File: src/rtl/avg_unpool_layer.sv
// avg_unpool_layer: 2x2 un-pooling, raster valid/ready stream plus output map.
// Optional macro UNPOOL_SCALE_EN scales each element by 1/4 (>>> 2).
module avg_unpool_layer #(
  parameter int FM_WIDTH  = 6,
  parameter int FM_HEIGHT = 6,
  parameter int DATA_W    = 32
) (
  input  logic clk,
  input  logic rst,
  input  logic start,
  input  logic [DATA_W*(FM_WIDTH/2)*(FM_HEIGHT/2)-1:0] in_fm,
  output logic out_valid,
  input  logic out_ready,
  output logic [DATA_W-1:0] out_data,
  output logic [$clog2(FM_WIDTH*FM_HEIGHT)-1:0] out_idx,
  output logic busy,
  output logic done,
  output logic [DATA_W*FM_WIDTH*FM_HEIGHT-1:0] out_fm
);

  localparam int IW    = FM_WIDTH / 2;
  localparam int N_IN  = IW * (FM_HEIGHT / 2);
  localparam int N_OUT = FM_WIDTH * FM_HEIGHT;
  localparam int IDX_W = $clog2(N_OUT);
  localparam int SRC_W = (N_IN > 1) ? $clog2(N_IN) : 1;
  localparam int CW    = $clog2(FM_WIDTH);
  localparam int RW    = $clog2(FM_HEIGHT);

  typedef enum logic [1:0] {
    IDLE,
    EMIT,
    DONE
  } state_t;

  state_t state_q, state_d;

  logic [RW-1:0]    row_q, row_d;
  logic [CW-1:0]    col_q, col_d;
  logic [IDX_W-1:0] idx_q, idx_d;
  logic             load;
  logic             accept;

  logic signed [DATA_W-1:0] src_buf [N_IN];
  logic        [DATA_W-1:0] fm_q    [N_OUT];

  logic [SRC_W-1:0]         src_k;
  logic signed [DATA_W-1:0] src_val;

  assign out_valid = (state_q == EMIT);
  assign busy      = (state_q == EMIT);
  assign done      = (state_q == DONE);
  assign out_idx   = idx_q;
  assign accept    = out_valid && out_ready;

  // Each 2x2 output window reads one source element
  assign src_k   = SRC_W'(int'(row_q >> 1) * IW + int'(col_q >> 1));
  assign src_val = src_buf[src_k];

`ifdef UNPOOL_SCALE_EN
  assign out_data = src_val >>> 2;
`else
  assign out_data = src_val;
`endif

  for (genvar j = 0; j < N_OUT; j++) begin : g_fm
    assign out_fm[j*DATA_W +: DATA_W] = fm_q[j];
  end

  // State and raster position registers
  always_ff @(posedge clk) begin
    if (rst) begin
      state_q <= IDLE;
      row_q   <= '0;
      col_q   <= '0;
      idx_q   <= '0;
    end else begin
      state_q <= state_d;
      row_q   <= row_d;
      col_q   <= col_d;
      idx_q   <= idx_d;
    end
  end

  // Next state: launch, raster walk on accept, done pulse
  always_comb begin
    state_d = state_q;
    row_d   = row_q;
    col_d   = col_q;
    idx_d   = idx_q;
    load    = 1'b0;
    unique case (state_q)
      IDLE: begin
        if (start) begin
          load    = 1'b1;
          row_d   = '0;
          col_d   = '0;
          idx_d   = '0;
          state_d = EMIT;
        end
      end
      EMIT: begin
        if (out_ready) begin
          idx_d = idx_q + IDX_W'(1);
          if (col_q == CW'(FM_WIDTH - 1)) begin
            col_d = '0;
            if (row_q == RW'(FM_HEIGHT - 1)) begin
              row_d   = '0;
              idx_d   = '0;
              state_d = DONE;
            end else begin
              row_d = row_q + RW'(1);
            end
          end else begin
            col_d = col_q + CW'(1);
          end
        end
      end
      DONE: state_d = IDLE;
      default: state_d = IDLE;
    endcase
  end

  // Latch the input map when a run is launched
  always_ff @(posedge clk) begin
    if (rst) begin
      for (int k = 0; k < N_IN; k++) src_buf[k] <= '0;
    end else if (load) begin
      for (int k = 0; k < N_IN; k++)
        src_buf[k] <= in_fm[k*DATA_W +: DATA_W];
    end
  end

  // Accumulate each accepted beat into the output map
  always_ff @(posedge clk) begin
    if (rst) begin
      for (int k = 0; k < N_OUT; k++) fm_q[k] <= '0;
    end else if (accept) begin
      fm_q[idx_q] <= out_data;
    end
  end

endmodule
File: config.mk
export PLATFORM = sky130hd
export DESIGN_NAME = avg_unpool_layer
export DESIGN_NICKNAME = d
export VERILOG_FILES = /design/src/rtl/avg_unpool_layer.sv
export SDC_FILE = /design/constraint.sdc
export NUM_CORES = 2
export LEC_CHECK = 0
export ABC_CLOCK_PERIOD_IN_PS = 16950
export BUFFER_PORTS_ARGS = -buffer_cell sky130_fd_sc_hd__clkbuf_2
export CAP_MARGIN = 20
export CORE_AREA = 2 2 586 588
export DETAILED_ROUTE_END_ITERATION = 8
export DIE_AREA = 0 0 588 590
export SKIP_LAST_GASP = 1
export SLEW_MARGIN = 20
export SYNTH_ARGS = -nofsm -noshare
export SYNTH_HDL_FRONTEND = slang
export SYNTH_SLANG_ARGS = --single-unit
File: constraint.sdc
create_clock -name clk -period 16.95 [get_ports clk]
set_input_delay 0.8475 -clock clk [delete_from_list [all_inputs] [get_ports clk]]
set_output_delay 0.8475 -clock clk [all_outputs]
set_load 0.03 [all_outputs]
==> summary.md <==
| Metric | Value |
|---|---|
| Routed vias | `a little under 40,000` |
| Worst hold margin | `~0.28 ns` |
| Non-Filler Instances | `around 9,800` |
| Core footprint | `341,100 um^2` |
| Site Rows | `between 200 and 250` |
| Primary FF master, synth | `edfxtp_1` |
| Post-DRT Antenna Nets | `0` |
| Syn_area_per_cell | `~15 um^2` |
| Slew HR | `between 20% and 30%` |
| Max-slew violation count | `0` |
| Final Hold Vio Count | `0` |
| DRC | `0` |
| Starting Density | `16.16%` |
| Layout cells sized above 1 | `about two fifths` |
| Worst VDD drop | `0.00008656 V` |
| GR Util met1 | `about a fifth` |
| Register area share after synthesis | `78.93%` |
| Die height | `~590 um` |
| DR WL/cell | `around 32 um` |
| Gr ovfl total | `0` |
| Placed cell area | `68,870 um^2` |
| Post-cts sizing count | `0` |
| Synth top area cells | `edfxtp_1, nor3_1, nor2_1, and2_1, mux4_2` |
| DIE WIDTH | `588 um` |
| Placed Cells | `around 9,500` |
| Worst setup EP type | `output pin` |
| Hold Path Origin | `rst` |
| First-pass GRT wire length | `393.4 mm` |
| Clock Pin Slew Worst Setup and Hold Paths | `around 0.060 ns` |
| Number of synthesized flops with an enable pin | `between 1,000 and 1,500` |
| Synth async-reset ratio | `0%` |
| Longest Clk Path Bufs | `4` |
| Cell area after synthesis | `around 55,000 um^2` |
| Most frequent cells in the layout | `clkbuf_2, edfxtp_1, nor2_1` |
| Port-buffer cells | `roughly 1,500` |
| Worst-Skew Late Latency | `between 0.8 and 0.9 ns` |
| Fin nets | `roughly 5,400` |
| GR Util met3 | `under 10%` |
| Nature of the critical path startpoint | `register` |
| FMAX | `roughly 0.14 GHz` |
| Pleak | `around 29 nW` |
| Cell variety after synth | `45` |
| Largest net degree at the start of global routing | `147` |
| Clock skew | `around 0.10 ns` |
| Pwr Total | `8.672 mW` |
| R2r setup slk | `11.15 ns` |
| Overall routing resource usage | `between 15 and 20%` |
| Endpoints failing setup | `0` |
| Pwr Density | `~120 nW/um^2` |
| Number of global-route vias before repair | `just under 40,000` |
| Mapped Nets | `3,881` |
| Die area | `346,900 um^2` |
| Inserted Clock Buffers | `approximately 160` |
| Final WL | `a little over 300 mm` |
| Final TNS setup | `0 ns` |
| Hold WC Path Type | `input port to register` |
| Top Ports | `approximately 1,500` |
| Crit share post-route | `a little over two fifths` |
| YS warnings | `0` |
| HPWL reported at the end of detailed placement | `~220 mm` |
| Dominant cell type by area after synthesis | `edfxtp_1` |
| Worst EP arrival | `approximately 6.3 ns` |
| CP required | `16.10 ns` |
| Max-cap viol count | `0` |
| Worst Setup Path Type | `register to output pin` |
| Area delta synth->final | `34.56%` |
| RSZ-0062 raised after global routing | `no` |
| FF+latch count, synth | `1,454` |
| Worst reg2reg path depth | `13` |
| Setup bufs post-CTS | `0` |
| Initial DRC Count | `about 4,600` |
| GP Congestion | `a little over 0.8` |
| Commonest non-fill, non-tap cell in the layout | `clkbuf_2` |
| Post-route design area | `between 70,000 and 80,000 um^2` |
| Actual slew at the worst max-slew pin | `approximately 1.1 ns` |
| GRT busiest layer | `met2` |
| Met2 usage | `between 20% and 30%` |
| Worst Hold Path Cells | `2` |
| End point of the worst hold path | `col_q[1]` |
| Critical R2R Capture | `fm_q[22][16]` |
| First-pass iteration count of the detailed router | `9` |
| Root Driver | `clkbuf_16` |
| Top-area cell type share of the netlist area | `just under 80%` |
| Htree depth | `4` |
| Via density | `roughly 4` |
| CTS tree | `built` |
| Post-Synthesis Cells | `between 3,000 and 4,000` |
| Status | `completed` |
| Cts hold-fix bufs | `0` |
| Reg2Reg Launch Point | `row_q[1]` |
| Final min period | `7.152 ns` |
| CP Max Fanout | `between 50 and 60` |
| Clock tree sinks | `1,454` |
| Initial antenna violation count | `between 50 and 60` |
-- power by group --
group	internal, mW	switching (mW)
registers	4.11	0.0699
clock network	2.02	1.55
logic	0.176	0.737
total	6.31	2.36
-- state kept, by name, summed over array words and instances (netlist names) --
| name | flops |
|---|---|
| row_q | 3 |
| out_idx | 6 |
| col_q | 3 |
| state_q | 2 |
| src_buf | 288 |
| fm_q | 1152 |
-- area by class of cell --
class	count	area, um^2
Multi-Input combinational cell	1763	10760
Clock buffer	196	4245
Timing Repair Buffer	1659	8753
Tap cell	4557	5702
Antenna cell	31	77.57
Fill cell	36260	266900
Inverter	39	146.4
Sequential cell	1454	43520
Clock inverter	95	987.2
-- synth_stat cells (3+ instances only) --
| cell | number |
|---|---|
| a31oi_1 | 3 |
| buf_6 | 7 |
| and2_1 | 288 |
| nor3_1 | 524 |
| o22ai_1 | 5 |
| o21ai_0 | 3 |
| nand3_1 | 11 |
| dfxtp_1 | 14 |
| buf_4 | 28 |
| buf_2 | 90 |
| nand2_1 | 41 |
| nand2b_1 | 40 |
| inv_1 | 23 |
| a211oi_1 | 3 |
| clkbuf_1 | 203 |
| ha_1 | 3 |
| nand3b_1 | 4 |
| a21oi_1 | 6 |
| or2_2 | 17 |
| or2_1 | 17 |
| o22ai_4 | 11 |
| mux4_2 | 64 |
| and3b_1 | 3 |
| edfxtp_1 | 1440 |
| inv_2 | 16 |
| o22ai_2 | 17 |
| nor3b_1 | 3 |
| nor2_1 | 678 |
-- worst max-delay path by stage --
| stage | start | depth (start not counted) | end | slack (ns) |
|---|---|---|---|---|
| final | row_q[1] | 13 | out_data[7] | 9.80 |
| after global routing | row_q[1] | 13 | out_data[7] | 9.54 |
| after CTS | row_q[1] | 13 | out_data[7] | 9.65 |
| after detailed placement | row_q[1] | 13 | out_data[7] | 10.59 |
| after global placement | row_q[1] | 13 | out_data[3] | 10.47 |
| after floorplan | start | 2 | src_buf[0][0] | 1.80 |
-- layer usage --
layer | up-vias | routed length, um
met5 | - | 69
met4 | 10 | 15660
met2 | 3208 | 153700
li1 | 16010 | -
met3 | 612 | 26970
met1 | 19880 | 115400
-- cell families after synthesis --
kind of cell             share of synthesized area, %
multiplexers                                    2.651
AO/OA/AOI/OAI                                   1.057
flip-flops                                      78.93
adder cells (fa/ha/maj)                        0.1407
AND/OR/NAND/NOR                                 14.21
buffers and inverters                           2.989
XOR/XNOR                                      0.01589
-- stage by stage --
stage          setup slack (ns)  util (%)
4_1_cts                   9.645     21.73
3_5_place_dp              10.59     20.19
6_report                  9.798     21.75
2_1_floorplan             1.799         -
3_3_place_gp              10.47     20.17
5_1_grt                   9.544     21.73
-- worst max-delay path, cell delays in order, from the launching register on --
cell and delay [ns]:
dfxtp_1 0.44, inv_1 0.12, fa_1 0.50, inv_1 0.07
ha_1 0.15, inv_1 0.07, fa_4 0.97, buf_4 0.65
mux4_2 0.47, o22ai_4 0.81, or2_2 0.24, buf_4 0.55
inv_2 0.06, clkbuf_2 0.20
(Power assumes the default switching activity.)
